## config.mk

```make
export PLATFORM = sky130hd
export DESIGN_NAME = ex_div
export DESIGN_NICKNAME = d
export VERILOG_FILES = /design/src/rtl/ex_div.sv
export SDC_FILE = /design/constraint.sdc
export NUM_CORES = 1
export LEC_CHECK = 0
export ABC_CLOCK_PERIOD_IN_PS = 4520
export BUFFER_PORTS_ARGS = -buffer_cell sky130_fd_sc_hd__buf_2
export CORE_ASPECT_RATIO = 1.75
export CORE_MARGIN = 10
export CORE_UTILIZATION = 55
export CTS_BUF_LIST = sky130_fd_sc_hd__clkbuf_4
export CTS_CLUSTER_SIZE = 12
export DETAILED_ROUTE_END_ITERATION = 16
export PLACE_DENSITY = 0.73
export SLEW_MARGIN = 15
export SYNTH_ARGS = -nofsm -noshare
export SYNTH_HDL_FRONTEND = slang
export SYNTH_SLANG_ARGS = --single-unit
```

## constraint.sdc

```tcl
create_clock -name clk -period 4.52 [get_ports clk]
set_clock_uncertainty 0.05 [all_clocks]
set_input_delay 0.226 -clock clk [delete_from_list [all_inputs] [get_ports clk]]
set_output_delay 0.226 -clock clk [all_outputs]
set_load 0.05 [all_outputs]
```

## src/rtl/ex_div.sv

```systemverilog
// Multi-cycle restoring divider for RV32M DIV/DIVU/REM/REMU in the EX stage.
// Holds the EX stall request while iterating and releases it in the result cycle.
module ex_div #(
  parameter int unsigned DATA_WIDTH = 32
) (
  input  logic                  clk,
  input  logic                  rst,
  input  logic                  start_i,
  input  logic                  cancel_i,
  input  logic [1:0]            op_i,
  input  logic [DATA_WIDTH-1:0] dividend_i,
  input  logic [DATA_WIDTH-1:0] divisor_i,
  output logic [DATA_WIDTH-1:0] result_o,
  output logic                  ready_o,
  output logic                  busy_o,
  output logic                  stallreq_o
);

  localparam int unsigned W     = DATA_WIDTH;
  localparam int unsigned CNT_W = $clog2(DATA_WIDTH);
  localparam logic [CNT_W-1:0] LAST_CNT = CNT_W'(DATA_WIDTH - 1);
  localparam logic [W-1:0]     MIN_NEG  = {1'b1, {(W-1){1'b0}}};

  typedef enum logic [1:0] {
    IDLE,
    CALC,
    DONE
  } state_t;

  state_t           state;
  logic [CNT_W-1:0] cnt;
  logic [W-1:0]     rem_q;
  logic [W-1:0]     quo_q;
  logic [W-1:0]     dvs_q;
  logic             op_rem_q;
  logic             neg_quo_q;
  logic             neg_rem_q;

  logic             signed_op;
  logic             neg_a;
  logic             neg_b;
  logic [W-1:0]     abs_a;
  logic [W-1:0]     abs_b;
  logic             div_zero;
  logic             ovf;
  logic [W-1:0]     special_res;

  logic [W:0]       shifted;
  logic [W:0]       diff;
  logic             q_bit;
  logic [W-1:0]     rem_nxt;
  logic [W-1:0]     quo_nxt;
  logic [W-1:0]     final_res;

  assign stallreq_o = start_i & ~ready_o & ~cancel_i;

  // Operand magnitudes, sign flags and the results that bypass iteration.
  always_comb begin
    signed_op   = ~op_i[0];
    neg_a       = signed_op & dividend_i[W-1];
    neg_b       = signed_op & divisor_i[W-1];
    abs_a       = neg_a ? -dividend_i : dividend_i;
    abs_b       = neg_b ? -divisor_i : divisor_i;
    div_zero    = (divisor_i == '0);
    ovf         = signed_op & (dividend_i == MIN_NEG) & (divisor_i == '1);
    special_res = '0;
    if (div_zero) begin
      special_res = op_i[1] ? dividend_i : '1;
    end else begin
      special_res = op_i[1] ? '0 : MIN_NEG;
    end
  end

  // One restoring step; the quotient bits shift into the vacated dividend register.
  always_comb begin
    shifted   = {rem_q, quo_q[W-1]};
    diff      = shifted - {1'b0, dvs_q};
    q_bit     = ~diff[W];
    rem_nxt   = q_bit ? diff[W-1:0] : shifted[W-1:0];
    quo_nxt   = {quo_q[W-2:0], q_bit};
    final_res = '0;
    if (op_rem_q) begin
      final_res = neg_rem_q ? -rem_nxt : rem_nxt;
    end else begin
      final_res = neg_quo_q ? -quo_nxt : quo_nxt;
    end
  end

  always_ff @(posedge clk) begin
    if (!rst) begin
      state     <= IDLE;
      cnt       <= '0;
      rem_q     <= '0;
      quo_q     <= '0;
      dvs_q     <= '0;
      op_rem_q  <= 1'b0;
      neg_quo_q <= 1'b0;
      neg_rem_q <= 1'b0;
      result_o  <= '0;
      ready_o   <= 1'b0;
      busy_o    <= 1'b0;
    end else begin
      ready_o <= 1'b0;
      case (state)
        IDLE: begin
          if (start_i && !cancel_i) begin
            op_rem_q  <= op_i[1];
            neg_quo_q <= neg_a ^ neg_b;
            neg_rem_q <= neg_a;
            quo_q     <= abs_a;
            dvs_q     <= abs_b;
            rem_q     <= '0;
            cnt       <= '0;
            busy_o    <= 1'b1;
            if (div_zero || ovf) begin
              result_o <= special_res;
              ready_o  <= 1'b1;
              state    <= DONE;
            end else begin
              state <= CALC;
            end
          end
        end
        CALC: begin
          // A flush or the instruction leaving EX abandons the operation.
          if (cancel_i || !start_i) begin
            state  <= IDLE;
            busy_o <= 1'b0;
          end else begin
            rem_q <= rem_nxt;
            quo_q <= quo_nxt;
            cnt   <= cnt + CNT_W'(1);
            if (cnt == LAST_CNT) begin
              result_o <= final_res;
              ready_o  <= 1'b1;
              state    <= DONE;
            end
          end
        end
        DONE: begin
          state  <= IDLE;
          busy_o <= 1'b0;
        end
        default: begin
          state  <= IDLE;
          busy_o <= 1'b0;
        end
      endcase
    end
  end

endmodule

```

Yosys cells after proc, flatten, opt, wreduce, memory -nomap -nowiden

Cells that the tools add are included.

Logic and storage cells: 87
Output and inout port bits: 35
Bits in registers: 140
Bits of input ports: 70

Add/sub/neg operators: 6
Bitwise operators: 11
Multiplexer cells: 36
Eq/ne operators: 10
Reductions and logical operators: 13

Operators by type and width:

| kind                   | count |
|---|---|
| $mux W32               | 17 |
| $pmux W32 S2           | 3 |
| $neg A32 Y32           | 4 |
| $eq A32 B32 Y1 const B | 2 |
| $sub A33 B32 Y33       | 1 |
| $logic_not A32 Y1      | 1 |
| $mux W5                | 2 |
| $ne A2 B2 Y1 const B   | 5 |
| $pmux W5 S2            | 1 |
| $mux W2                | 4 |
| $and A1 B1 Y1          | 6 |
| $mux W1                | 6 |
| $reduce_and A2 Y1      | 3 |
| $add A5 B1 Y5 const B  | 1 |
| $eq A5 B5 Y1 const B   | 1 |
| $reduce_and A5 Y1      | 1 |
| $not A1 Y1             | 4 |
| $pmux W1 S2            | 2 |
| $pmux W2 S2            | 1 |
| $ne A3 B3 Y1 const B   | 1 |
| $reduce_and A3 Y1      | 1 |
| $eq A2 B1 Y1 const B   | 1 |
| $logic_not A1 Y1       | 2 |
| $logic_not A2 Y1       | 1 |
| 4 further kinds        | 5 |

Longest topological paths before layout

Depth after elaboration: 8
Depth in mapped cells: 24

Worst setup path after synthesis

Ideal clock, no wire load.

Kind: reg2reg
Start: register quo_q[31]
End: register result_o[28]
Stages on the path, launching flop included: 24
Clock period less this slack: 4562 ps
Setup time: 74 ps
Path buffers: 2
Slack: -42 ps
Data required time: 4396 ps
Arrival: 4438 ps
Cells stage by stage: dfxtp_1 > inv_1 > ha_1 > fa_1 > nand2b_1 > a21oi_2 > o21ai_0 > a21oi_2 > o21a_4 > nor2_4 > inv_2 > buf_2 > buf_2 > ha_1 > nand3_1 > or2_2 > nand2b_1 > nand2b_1 > nand2b_1 > o31ai_1 > xnor2_1 > o21ai_0 > a21o_1 > a31oi_1

Longest elaborated chain between the ends: 8

RTL lines:

| what                                          | line   | RTL |
|---|---|---|
| start, declared                               | 33     | `logic [W-1:0] quo_q;` |
| start signal, assigned                        | 110    | `quo_q <= abs_a;` |
| start signal, assigned                        | 131    | `quo_q <= quo_nxt;` |
| $sub A33 B32 Y33                              | 77     | `diff = shifted - {1'b0, dvs_q};` |
| $mux W32 / $not A1 Y1 (equally long branches) | 79, 78 |  |
| $neg A32 Y32 (on tied branches)               | 83, 85 |  |
| $mux W32 (on tied branches)                   | 83, 85 |  |
| $mux W32 (*)                                  | 82     | `if (op_rem_q) begin` |
| $mux W32 (*)                                  | 133    | `if (cnt == LAST_CNT) begin` |
| $mux W32 (*)                                  | 126    | `if (cancel_i \|\| !start_i) begin` |
| $pmux W32 S2 (*)                              | 104    | `case (state)` |
| end signal, assigned                          | 116    | `result_o <= special_res;` |
| end signal, assigned                          | 134    | `result_o <= final_res;` |
| end, declared                                 | 13     | `output logic [DATA_WIDTH-1:0] result_o,` |

Mark *: on every way between the ends. The rest lies on a longest branch, timed or not. The select of a mux whose other input is x is not followed.
A chain may end at the register's enable or synchronous reset.

Worst setup path after layout

Start: register quo_q[31]
End: register result_o[23]

The elaborated chain is that of the path after synthesis.

==> flow_summary_export.csv <==
group,metric,value,unit
cts,h-tree-depth,4,
synth,netlist_area,0.0119,sq mm
timing,min_period_over_period,94.3,%
power_and_ir_drop,powerDensity,231,mW/mm^2
detailed_routing,drt_pass1_iterations,5,
timing,setup_viol,0,
cts,clk_latency,0.61,ns
cts,cts.sinks,140,
die,boundaryPins,105,
global_routing,grt_antenna_before_repair,1,
power_and_ir_drop,peakVddDrop,0.000176,V
placed_design,io_buffers,104,
setup_path,endpoint_kind,"flip-flop",
timing,max_slew_margin,36.8,%
setup_path,slowest_stage,"or3_4",
synth,yosysWarnings,0,
global_routing,overflow,0,
setup_path,critPathMaxFanout,6,
setup_path,critical_path_class,"flip-flop to flip-flop",
detailed_routing,ant_nets,0,
timing,layout_min_cycle_time,4.26,ns
die,fp.dieH,214,um
detailed_routing,drt_iter0_markers,1022,
die,core_area,0.0214,sq mm
placed_design,dpl.cell_count,1979,
detailed_routing,vias,12737,
placed_design,hpwlAfterDp,34000,um
power_and_ir_drop,leakage,5.45,nW
cts,cts_tree,"built",
setup_path,cp_cell_sequence,"inv_1 > ha_1 > fa_1 > nand2b_1 > a21oi_2 > buf_4 > o211a_1 > o311ai_1 > or3_4 > a2111o_1 > o32a_1 > nor4_4 > a21oi_1 > xor2_1 > a21oi_1 > a21oi_1",
cells_and_area,area_growth,12.5,%
global_routing,track_usage,30.8,%
setup_path,start_kind,"flip-flop",
detailed_routing,viasPerCell,6.27,
cts,numCtsBuffers,17,
timing,tns,0,ns
cells_and_area,final_cells,2030,
detailed_routing,routed_wirelength,44100,um
timing,maxSlewViolCount,0,
setup_path,required,4.97,ns
timing,hold_violations,0,
setup_path,max_stage_delay,0.45,ns
synth,postSynth.asyncResetShare,0,%
global_routing,grt_start_max_net_pins,103,
outcome,status,"completed",
synth,ys_ff_latch,140,
setup_path,cp-startpoint,"quo_q[31]",
flow_run,max_cap_viol_count,0,
setup_path,worstPathArrival,4.71,ns
cts,clk_path_buf_depth,2,
global_routing,first_global_vias,12589,
die,start_util,55.4,%
die,die_w,131,um
timing,max_freq,0.235,GHz
timing,tightest_slew,0.948,ns
setup_path,reg2reg_setup_slack,0.26,ns
synth,seq_area_frac_synth,23.6,%
setup_path,cpMostUsedCell,"a21oi_1",
global_routing,grt_pass1_wl,67500,um
hold_path,hp-class,"primary input to flip-flop",
die,num_rows,71,
detailed_routing,drc,0,
setup_path,rr_startpoint,"quo_q[31]",
synth,synth-edff-count,0,
cells_and_area,layout-drive-gt1-share,15.2,%
synth,synth_ff_type,"dfxtp_1",
synth,syn_inst,1618,
synth,syn_nets,1728,
detailed_routing,routedWlPerCell,21.7,um
cts,root_buffer,"clkbuf_4",
cells_and_area,finish.net_count,1834,
placed_design,gp_congestion,0.957,
synth,synthDistinctLibCells,94,
hold_path,hp-start,"divisor_i[31]",
synth,synth_area_per_cell,7.33,sq um
cts,cts.clk_slew.worst_paths,0.14,ns
die,dieArea,0.0281,sq mm
-- per-stage QoR --
stage          cell area [sq um]  hold WS, ns  setup slack (ns)  utilization (%)  total power [mW]
2_1_floorplan              11900        0.321            0.0268                -              1.95
4_1_cts                    13300     0.000521            0.0355             62.0              3.07
3_5_place_dp               12800        0.436            0.0284             59.9              2.26
6_report                   13300       0.0119             0.257             62.3              3.09
5_1_grt                    13300     0.000837          -0.00379             62.3              3.22
3_3_place_gp               12800        0.428            0.0177             59.9              2.25
-- cell usage after synthesis, types with 5 or more instances --
master	n	area share, %
nand2_1	184	5.8
and3_1	7	0.37
xor2_1	41	3.0
xnor2_1	84	6.2
o21a_1	10	0.63
mux2_2	6	0.57
nor3_1	40	1.7
o211a_1	34	2.9
clkbuf_1	78	2.5
buf_2	13	0.55
a211oi_1	8	0.51
nor4_1	14	0.74
or3_1	22	1.2
o21bai_1	5	0.32
o41ai_1	10	0.74
ha_1	39	4.1
a22oi_1	19	1.2
nor2b_1	45	2.4
o22ai_1	14	0.74
a21oi_2	5	0.37
o21ai_0	159	6.7
inv_1	73	2.3
nand3_1	30	1.3
a221oi_1	15	1.1
or2_2	7	0.37
a21boi_0	13	0.82
dfxtp_1	140	24
a311oi_1	5	0.37
and2_1	41	2.2
nand2b_1	21	1.1
or4_1	5	0.32
o31ai_1	19	1.2
o21ai_1	7	0.30
a21oi_1	131	5.5
a21o_1	15	0.95
a31oi_1	26	1.4
o211ai_1	21	1.3
nand4_1	18	0.95
nor2_1	100	3.2
mux2i_1	18	1.5
-- path summary, 6_finish.rpt --
check                           cells after the start            to
worst min register to register                      1     dvs_q[22]
worst max register to register                     16  result_o[23]
worst max-delay path                               16  result_o[23]
worst min-delay path                                4     dvs_q[31]
-- kinds of logic (layout without fill, tap and decap cells) --
family	Yosys count	count (layout)	synth area share, %
other	0	1	0
buffers and inverters	173	292	5.80
muxes	24	24	2.09
AOI/OAI and AO/OA	559	559	31.2
adders and majority gates	40	40	4.28
xor gates and xnor gates	125	125	9.23
DFF	140	140	23.6
and+or+nand+nor	557	557	23.7
-- placed cells by master (no fill, tap or decap), types with 14 or more instances in the layout --
master and n:
nand2_1 183, o21ai_0 158, dfxtp_1 139, a21oi_1 131, buf_2 103, nor2_1 98
xnor2_1 84, inv_1 73, buf_4 64, nor2b_1 45, xor2_1 41, and2_1 41
nor3_1 38, ha_1 38, o211a_1 34, nand3_1 30, a31oi_1 26, or3_1 22
o211ai_1 21, a22oi_1 19, nand4_1 18, nand2b_1 18, mux2i_1 18, o31ai_1 17
clkbuf_4 17, dlygate4sd3_1 17, a21o_1 15, a221oi_1 15, o22ai_1 14
-- layout make-up --
cell class | count | area, sq um
diodes | 1 | 2.50
multi-input cells | 1305 | 8470
fillers | 2024 | 8070
well taps | 292 | 365
repair buffers | 184 | 1170
clock buffers | 17 | 128
inverters | 76 | 285
clock inverters | 15 | 123
flip-flops and latches | 140 | 2800
-- routing by layer --
layer	up-vias	part of all wire (%)	track usage (%)
li1	6060	-	-
met1	5945	35	30.9
met2	547	51	53.4
met3	185	5.2	4.33
met4	0	9.2	26.6
met5	-	0	0
-- critical path, delay by kind of cell, from the launching register on --
| family | cells | cell delay, ns |
|---|---|---|
| AOI/OAI and AO/OA | 8 | 1.70 |
| and+or+nand+nor | 3 | 0.99 |
| adders and majority gates | 2 | 0.64 |
| DFF | 1 | 0.36 |
| buffers and inverters | 2 | 0.22 |
| xor gates and xnor gates | 1 | 0.19 |
-- state kept, by name (all words and copies together), names as in the netlist, 2 cells and up --
signal    flops
dvs_q        32
quo_q        32
rem_q        32
result_o     32
cnt           5
state         2
-- power by group --
part | total, mW | internal, mW | switching (mW)
clock network | 0.806 | 0.269 | 0.537
logic | 0.954 | 0.363 | 0.590
registers | 1.33 | 1.28 | 0.0472
-- timing repair --
item                       4_1_cts  5_1_grt
pin swaps                        0        2
hold endpoints to repair        17        0
hold buffers                    17        0
setup buffers                    0        1
resized for setup                2       13
setup endpoints to repair        1        9
No activity file was read; power rests on OpenSTA's default activity.
